==> src/rtl/fourier_seq_ctrl_64.sv <==
// -----------------------------------------------------------------------------
// fourier_seq_ctrl_64
//
// Frame sequencer for a 64-bit RNS Fourier core. It loads N samples into the
// core, waits for the transform to finish, then streams N complex results out
// through a valid/ready handshake.
//
// Parameters
//   N        samples per frame (2 .. 2^16)
//   TIMEOUT  watchdog limit in COMPUTE cycles (only with FOURIER_SEQ_TIMEOUT_EN)
//
// Ports
//   clk, reset              clock, asynchronous active-low reset
//   start, abort            frame start pulse, synchronous frame abort
//   in_valid/in_data/in_ready    sample input stream (accepted only in LOAD)
//   core_op/core_addr/core_x     command, address and sample to the core
//   core_done/core_y_re/core_y_im  completion flag and result from the core
//   out_valid/out_ready/out_re/out_im/out_last  result output stream
//   busy, frame_done, err   status: not idle, end-of-frame pulse, timeout pulse
//
// Configuration
//   FOURIER_SEQ_TIMEOUT_EN  when defined, COMPUTE aborts with an err pulse if
//                           core_done does not arrive within TIMEOUT cycles;
//                           otherwise err is tied low and COMPUTE waits forever.
// -----------------------------------------------------------------------------
module fourier_seq_ctrl_64 #(
  parameter int unsigned N       = 10,
  parameter int unsigned TIMEOUT = 4096
) (
  input  logic        clk,
  input  logic        reset,
  input  logic        start,
  input  logic        abort,
  input  logic        in_valid,
  input  logic [63:0] in_data,
  output logic        in_ready,
  output logic [1:0]  core_op,
  output logic [31:0] core_addr,
  output logic [63:0] core_x,
  input  logic        core_done,
  input  logic [63:0] core_y_re,
  input  logic [63:0] core_y_im,
  output logic        out_valid,
  input  logic        out_ready,
  output logic [63:0] out_re,
  output logic [63:0] out_im,
  output logic        out_last,
  output logic        busy,
  output logic        frame_done,
  output logic        err
);

  localparam logic [2:0] ST_IDLE      = 3'd0;
  localparam logic [2:0] ST_LOAD      = 3'd1;
  localparam logic [2:0] ST_COMPUTE   = 3'd2;
  localparam logic [2:0] ST_READ_ADDR = 3'd3;
  localparam logic [2:0] ST_READ_HOLD = 3'd4;

  // Index of the last sample/result of a frame.
  localparam logic [31:0] LAST = 32'(N - 1);

  logic [2:0]  state;
  logic [31:0] count;   // samples accepted so far in LOAD

`ifdef FOURIER_SEQ_TIMEOUT_EN
  localparam logic [31:0] WD_LAST = 32'(TIMEOUT - 1);
  logic [31:0] wd_cnt;  // COMPUTE cycles already spent without core_done
`else
  // Watchdog is compiled out; the parameter is kept for interface stability.
  logic [31:0] unused_timeout;
  assign unused_timeout = 32'(TIMEOUT);
  assign err            = 1'b0;
`endif

  // Status outputs decode straight from the state register, so an
  // asynchronous reset clears them immediately together with the state.
  // NOTE: every output of an always_comb gets a default first so no path can
  // leave it unassigned and infer a latch.
  always_comb begin
    core_op = 2'b00;
    case (state)
      ST_LOAD:                   core_op = 2'b01;
      ST_COMPUTE:                core_op = 2'b10;
      ST_READ_ADDR, ST_READ_HOLD: core_op = 2'b11;
      default:                   core_op = 2'b00;
    endcase
  end

  assign in_ready = (state == ST_LOAD);
  assign busy     = (state != ST_IDLE);
  // core_addr is frozen while a result is held, so out_last is stable too.
  assign out_last = (state == ST_READ_HOLD) && (core_addr == LAST);

  // NOTE: sequential state uses non-blocking assignments so every register
  // samples the pre-edge values regardless of statement order.
  always_ff @(posedge clk or negedge reset) begin
    if (!reset) begin
      state      <= ST_IDLE;
      count      <= '0;
      core_addr  <= '0;
      core_x     <= '0;
      out_re     <= '0;
      out_im     <= '0;
      out_valid  <= 1'b0;
      frame_done <= 1'b0;
`ifdef FOURIER_SEQ_TIMEOUT_EN
      wd_cnt     <= '0;
      err        <= 1'b0;
`endif
    end else begin
      frame_done <= 1'b0;
`ifdef FOURIER_SEQ_TIMEOUT_EN
      err        <= 1'b0;
`endif
      if (abort && (state != ST_IDLE)) begin
        // Abort beats any handshake in the same cycle and never reports done.
        state     <= ST_IDLE;
        count     <= '0;
        core_addr <= '0;
        out_valid <= 1'b0;
      end else begin
        case (state)
          ST_IDLE: begin
            if (start) begin
              state <= ST_LOAD;
              count <= '0;
            end
          end

          ST_LOAD: begin
            // in_ready is high for the whole of LOAD, so in_valid alone
            // marks an accepted sample.
            if (in_valid) begin
              core_x    <= in_data;
              core_addr <= count;
              count     <= count + 32'd1;
              if (count == LAST) begin
                state <= ST_COMPUTE;
`ifdef FOURIER_SEQ_TIMEOUT_EN
                wd_cnt <= '0;
`endif
              end
            end
          end

          ST_COMPUTE: begin
            if (core_done) begin
              core_addr <= '0;
              state     <= ST_READ_ADDR;
            end
`ifdef FOURIER_SEQ_TIMEOUT_EN
            else if (wd_cnt == WD_LAST) begin
              err       <= 1'b1;
              state     <= ST_IDLE;
              core_addr <= '0;
              count     <= '0;
            end else begin
              wd_cnt <= wd_cnt + 32'd1;
            end
`endif
          end

          ST_READ_ADDR: begin
            // The core has had one full cycle to present the addressed result.
            out_re    <= core_y_re;
            out_im    <= core_y_im;
            out_valid <= 1'b1;
            state     <= ST_READ_HOLD;
          end

          ST_READ_HOLD: begin
            if (out_ready) begin
              out_valid <= 1'b0;
              if (core_addr == LAST) begin
                frame_done <= 1'b1;
                core_addr  <= '0;
                count      <= '0;
                state      <= ST_IDLE;
              end else begin
                core_addr <= core_addr + 32'd1;
                state     <= ST_READ_ADDR;
              end
            end
          end

          default: state <= ST_IDLE;
        endcase
      end
    end
  end

endmodule

==> config.mk <==
export PLATFORM = sky130hd
export DESIGN_NAME = fourier_seq_ctrl_64
export DESIGN_NICKNAME = d
export VERILOG_FILES = /design/src/rtl/fourier_seq_ctrl_64.sv
export SDC_FILE = /design/constraint.sdc
export NUM_CORES = 1
export LEC_CHECK = 0
export CORE_UTILIZATION = 30
export CTS_CLUSTER_DIAMETER = 80
export CTS_CLUSTER_SIZE = 24
export DETAILED_ROUTE_END_ITERATION = 10
export GPL_TIMING_DRIVEN = 1
export PLACE_DENSITY_LB_ADDON = 0.12
export SYNTH_ARGS = -nofsm -noshare
export SYNTH_HDL_FRONTEND = slang
export SYNTH_SLANG_ARGS = --single-unit
export TNS_END_PERCENT = 5
==> constraint.sdc <==
create_clock -name clk -period 4.1 [get_ports clk]
set_clock_uncertainty 0.05 [all_clocks]
set_input_delay 0.615 -clock clk [delete_from_list [all_inputs] [get_ports clk]]
set_output_delay 0.615 -clock clk [all_outputs]
set_load 0.01 [all_outputs]
# Word level (Yosys, flattened, before mapping)
# Index checks and enable logic that the tools add are counted.
# word_totals
reg_bits	261
latch_bits	0
ram_bits	0
rom_bits	0
in_bits	199
out_inout_bits	232
word_cells	65
memories	0
# op_classes
add_sub_neg	2
mul	0
div_mod_pow	0
n_lt_le_gt_ge	0
eq_ne	12
shifts	0
mux	28
bitwise	1
reduce_logical	14
# op_table
op	n
32-bit two-way mux	10
32-bit case mux with 3 select lines	2
32-bit by 1-bit adder with 32-bit output, second input constant	2
32-bit by 4-bit == test with 1-bit output, second input constant	2
3-bit two-way mux	6
3-bit case mux with 5 select lines	1
5-bit AND reduction	2
4-bit nonzero test	2
3-bit by 2-bit == test with 1-bit output, second input constant	2
1-bit two-way mux	6
3-bit by 1-bit inequality test with 1-bit output, second input constant	2
3-bit by 2-bit inequality test with 1-bit output, second input constant	2
3-bit inequality test, second input constant	2
2-bit case mux with 3 select lines	1
3-bit nonzero test	2
2-bit AND reduction	2
4-bit AND reduction	1
3-bit by 1-bit == test with 1-bit output, second input constant	1
3-bit == test, second input constant	1
3-bit zero test	1
3-bit AND reduction	1
1-bit logical AND	2
2-bit two-way mux	1
1-bit case mux with 2 select lines	1
2 further kinds	2

# Longest topological paths before layout
# logic_depth
depth_word	5
depth_mapped	9
depth_no_buf	7

# Least setup slack after synthesis
# OpenSTA, ideal clock, no wires.
# synth_path
path_type	reg-to-output
from	register core_addr[1]
to	output port out_last
arrival_ns	1.572
required_ns	3.435
slack_ns	1.863
stages_incl_launch_ff	8
path_buffers	1
path_cell_list	dfrtp_1 -> inv_1 -> ha_1 -> nor4bb_1 -> nand4_1 -> or2_1 -> buf_2 -> nor2_1
# synth_between
elab_chain_len	2
# synth_lines
item	line_no	source
start, declared	38	output logic [31:0] core_addr,
start signal, assigned	135	core_addr <= count;
start signal, assigned	180	core_addr <= core_addr + 32'd1;
32-bit by 4-bit == test with 1-bit output	92	assign out_last = (state == ST_READ_HOLD) && (core_addr == LAST);
1-bit logical AND	92	
end, declared	47	output logic out_last,
# Every way passes these cells.

# Worst setup path after layout
# Same ends and word-level chain as after synthesis.

==> metrics.md <==
| Metric | Value |
|---|---|
| Sequential cell area | `0.00653 mm2` |
| Syn Nets | `1324` |
| Final hold violations | `0` |
| Critical path type | `flop to output port` |
| GRT Total Usage | `18.6%` |
| Via count | `10001` |
| Sequential share of the synthesized area | `55.1%` |
| Sw Share | `33.5%` |
| Initial antenna violation count | `0` |
| Resize count post-CTS | `0` |
| Routed Antenna Nets | `0` |
| Synth cell types | `65` |
| CP Launch Type | `flop` |
| DIE AREA | `0.0403 mm2` |
| Max rail drop VDD | `328 uV` |
| Cell Area, Synth | `0.0119 mm2` |
| CP max FO | `12` |
| Worst Hold Class | `primary input to asynchronous set/reset pin` |
| PnR worst setup slack | `0.554 ns` |
| Global route total overflow | `0` |
| I/O pin count | `431` |
| Layout net count | `1711` |
| # Max-Cap Violations | `0` |
| GPL Wtd Cong | `0.819` |
| Net Switching | `3550 uW` |
| DP Worst Slack | `1.00 ns` |
| Synth-to-layout area growth | `45.7%` |
| Most common cell after layout, fill and taps aside | `clkdlybuf4s50_1` |
| Starting Density | `30.5%` |
| DRT Pass-1 Iters | `5` |
| Synth Register Bits | `261` |
| Post-synth EDFFs | `0` |
| RSZ-0062 raised after global routing | `false` |
| Worst EP required | `3.43 ns` |
| Finished Layout Cells | `2036` |
| Critical path arrival | `2.88 ns` |
| Setup tns final | `0 ns` |
| Std-Cell Rows | `72` |
| Post-synth ARST share | `100%` |
| Clock-pin slew on the worst setup and hold paths | `0.10 ns` |
| TritonCTS clock tree | `built` |
| Post-CTS setup repair buffer count | `0` |
| Critical path endpoint category | `output port` |
| Sequential share of power | `38.1%` |
| Root Driver | `clkbuf_16` |
| Wire length of the first global-routing pass | `59800 um` |
| Largest net degree at the start of global routing | `99` |
| Combinational power share | `43.1%` |
| Fmax | `282 MHz` |
| Slew Viols, Final | `0` |
| CTS Hold Buffers Added | `0` |
| Core Util, Final | `44.5%` |
| Multi-input logic area | `0.00492 mm2` |
| Commonest cells after routing, fill and taps aside | `428 x clkdlybuf4s50_1, 261 x dfrtp_1, 253 x nand2_1` |
| Via/cell ratio | `4.91` |
| Synth Flop Type | `dfrtp_1` |
| Num Clock Sinks | `261` |
| Power, Total | `10600 uW` |
| DRT iter0 DRCs | `709` |
| Die Y | `201 um` |
| Mean Syn Cell Area | `10.6 um2` |
| Dpl cells | `2006` |
| Fillers | `3708` |
| Status | `finished clean` |
| Final period utilization | `86.5%` |
| DP Wirelength | `27200 um` |
| Max Root-Sink Buffers | `3` |
| Worst skew pair latency | `0.52 ns` |
| Slew @ Worst Pin | `0.991 ns` |
| Per-cell routed wire length | `18.6 um` |
| Vias in the first global route | `9959` |
| Power per cell area | `613 mW/mm2` |
| Layout cell share with drive strength beyond 1 | `12.5%` |
| Slew margin rel. | `33.9%` |
| Synth warn | `0` |
| Pleak | `0.00738 uW` |
| DR DRC count | `0` |
| I/O Buffers | `429` |
| Antenna diode count | `0` |
| Die width | `201 um` |
| Clock power share | `18.8%` |
| Core ar. | `0.0388 mm2` |
| Internal power | `7050 uW` |
| DRT Wirelength | `37800 um` |
| Post-route minimum period | `3.55 ns` |
| CTS HTree Levels | `1` |
| Cts bufs inserted | `18` |
| Synthesized instance count | `1121` |
| Setup violators final | `0` |
per-stage QoR:
stage | hold WS (ns) | area [um2]
3_3_place_gp | 0.408 | 16700
5_1_grt | 0.141 | 17300
3_5_place_dp | 0.412 | 16700
4_1_cts | 0.129 | 17300
6_report | 0.0876 | 17300
2_1_floorplan | 0.269 | 11900
cell usage after synthesis (3+ instances only):
library cell	instances	share of area, %
dfrtp_1	261	55
nand2_1	254	8.0
mux2_2	129	12
clkbuf_1	36	1.1
nand3_1	35	1.5
buf_2	33	1.4
nand4_1	28	1.5
nor4_1	26	1.4
a31oi_1	25	1.3
inv_1	23	0.73
nor2_1	23	0.73
a22oi_1	21	1.3
o21ai_0	21	0.89
and3_1	20	1.1
o211ai_1	19	1.2
nor3_1	14	0.59
a21oi_1	12	0.51
o21ai_1	12	0.51
a21o_1	11	0.70
and2_1	11	0.58
and4_1	8	0.59
mux2i_1	7	0.59
nor2b_1	6	0.32
a211o_1	4	0.30
ha_1	4	0.42
nand2b_1	4	0.21
nand4b_1	4	0.30
o21a_1	4	0.25
o221ai_1	4	0.30
xnor2_1	4	0.30
buf_1	3	0.095
clkbuf_2	3	0.13
o31a_1	3	0.22
or4_1	3	0.19
xor2_1	3	0.22
registers in the layout, indices dropped and copies added (netlist names):
name / cells
core_addr: 32
count: 32
core_x: 64
state: 3
out_im: 64
out_re: 64
frame_done: 1
out_valid: 1
logic make-up after synthesis:
logic type	after synthesis	synth area share, %
and+or+nand+nor	454	18.3
muxes	136	12.8
other	1	0.0316
DFF	261	55.1
buffers and inverters	100	3.61
adders and majority gates	4	0.422
AOI/OAI and AO/OA	158	9.21
xor gates and xnor gates	7	0.517
final timing paths:
path	depth (start not counted)	slack [ns]	endpoint	from
max	8	0.55	out_last	core_addr[1]$_DFFE_PN0P_
min	1	0.09	out_im[11]$_DFFE_PN0P_	reset
max reg2reg	8	1.25	count[11]$_DFFE_PN0P_	core_addr[1]$_DFFE_PN0P_
min reg2reg	2	0.43	core_x[5]$_DFFE_PN0P_	core_x[5]$_DFFE_PN0P_
max in group asynchronous	2	2.91	count[30]$_DFFE_PN0P_	reset
min in group clk	2	0.43	core_x[5]$_DFFE_PN0P_	core_x[5]$_DFFE_PN0P_
area by class of cell:
| class | instances | share of cell area (%) |
|---|---|---|
| Tap cell | 518 | 3.75 |
| Inverter | 23 | 0.499 |
| Timing Repair Buffer | 444 | 25.8 |
| Sequential cell | 261 | 37.8 |
| Clock inverter | 10 | 0.825 |
| Clock buffer | 20 | 2.83 |
| Multi-Input combinational cell | 760 | 28.5 |
routing by layer:
| metal | global-route usage, % | vias to the layer above | share of wire, % |
|---|---|---|---|
| li1 | - | 4739 | - |
| met2 | 30.9 | 351 | 48 |
| met4 | 3.44 | 0 | 1.3 |
| met5 | 0 | - | 0 |
| met3 | 5.55 | 36 | 8.2 |
| met1 | 24.0 | 4875 | 42 |
critical path, cell delays in order, from the launching register on:
cell and delay (ns):
dfrtp_1 0.45, inv_1 0.08, ha_1 0.14, nor4bb_1 0.35
nand4_1 0.19, or2_1 0.25, buf_4 0.19, nor2_1 0.11
clkdlybuf4s50_1 0.59
power groups by stage:
| stage | Sequential [uW] | Clock, uW | Combinational [uW] |
|---|---|---|---|
| 3_3_place_gp | 4060 | 0 | 4630 |
| 6_report | 4040 | 1990 | 4570 |
| 5_1_grt | 4190 | 2150 | 4930 |
| 3_5_place_dp | 4090 | 0 | 4640 |
| 4_1_cts | 4050 | 2070 | 4650 |
| 2_1_floorplan | 4460 | 0 | 1530 |
No activity file was read; power rests on OpenSTA's default activity.
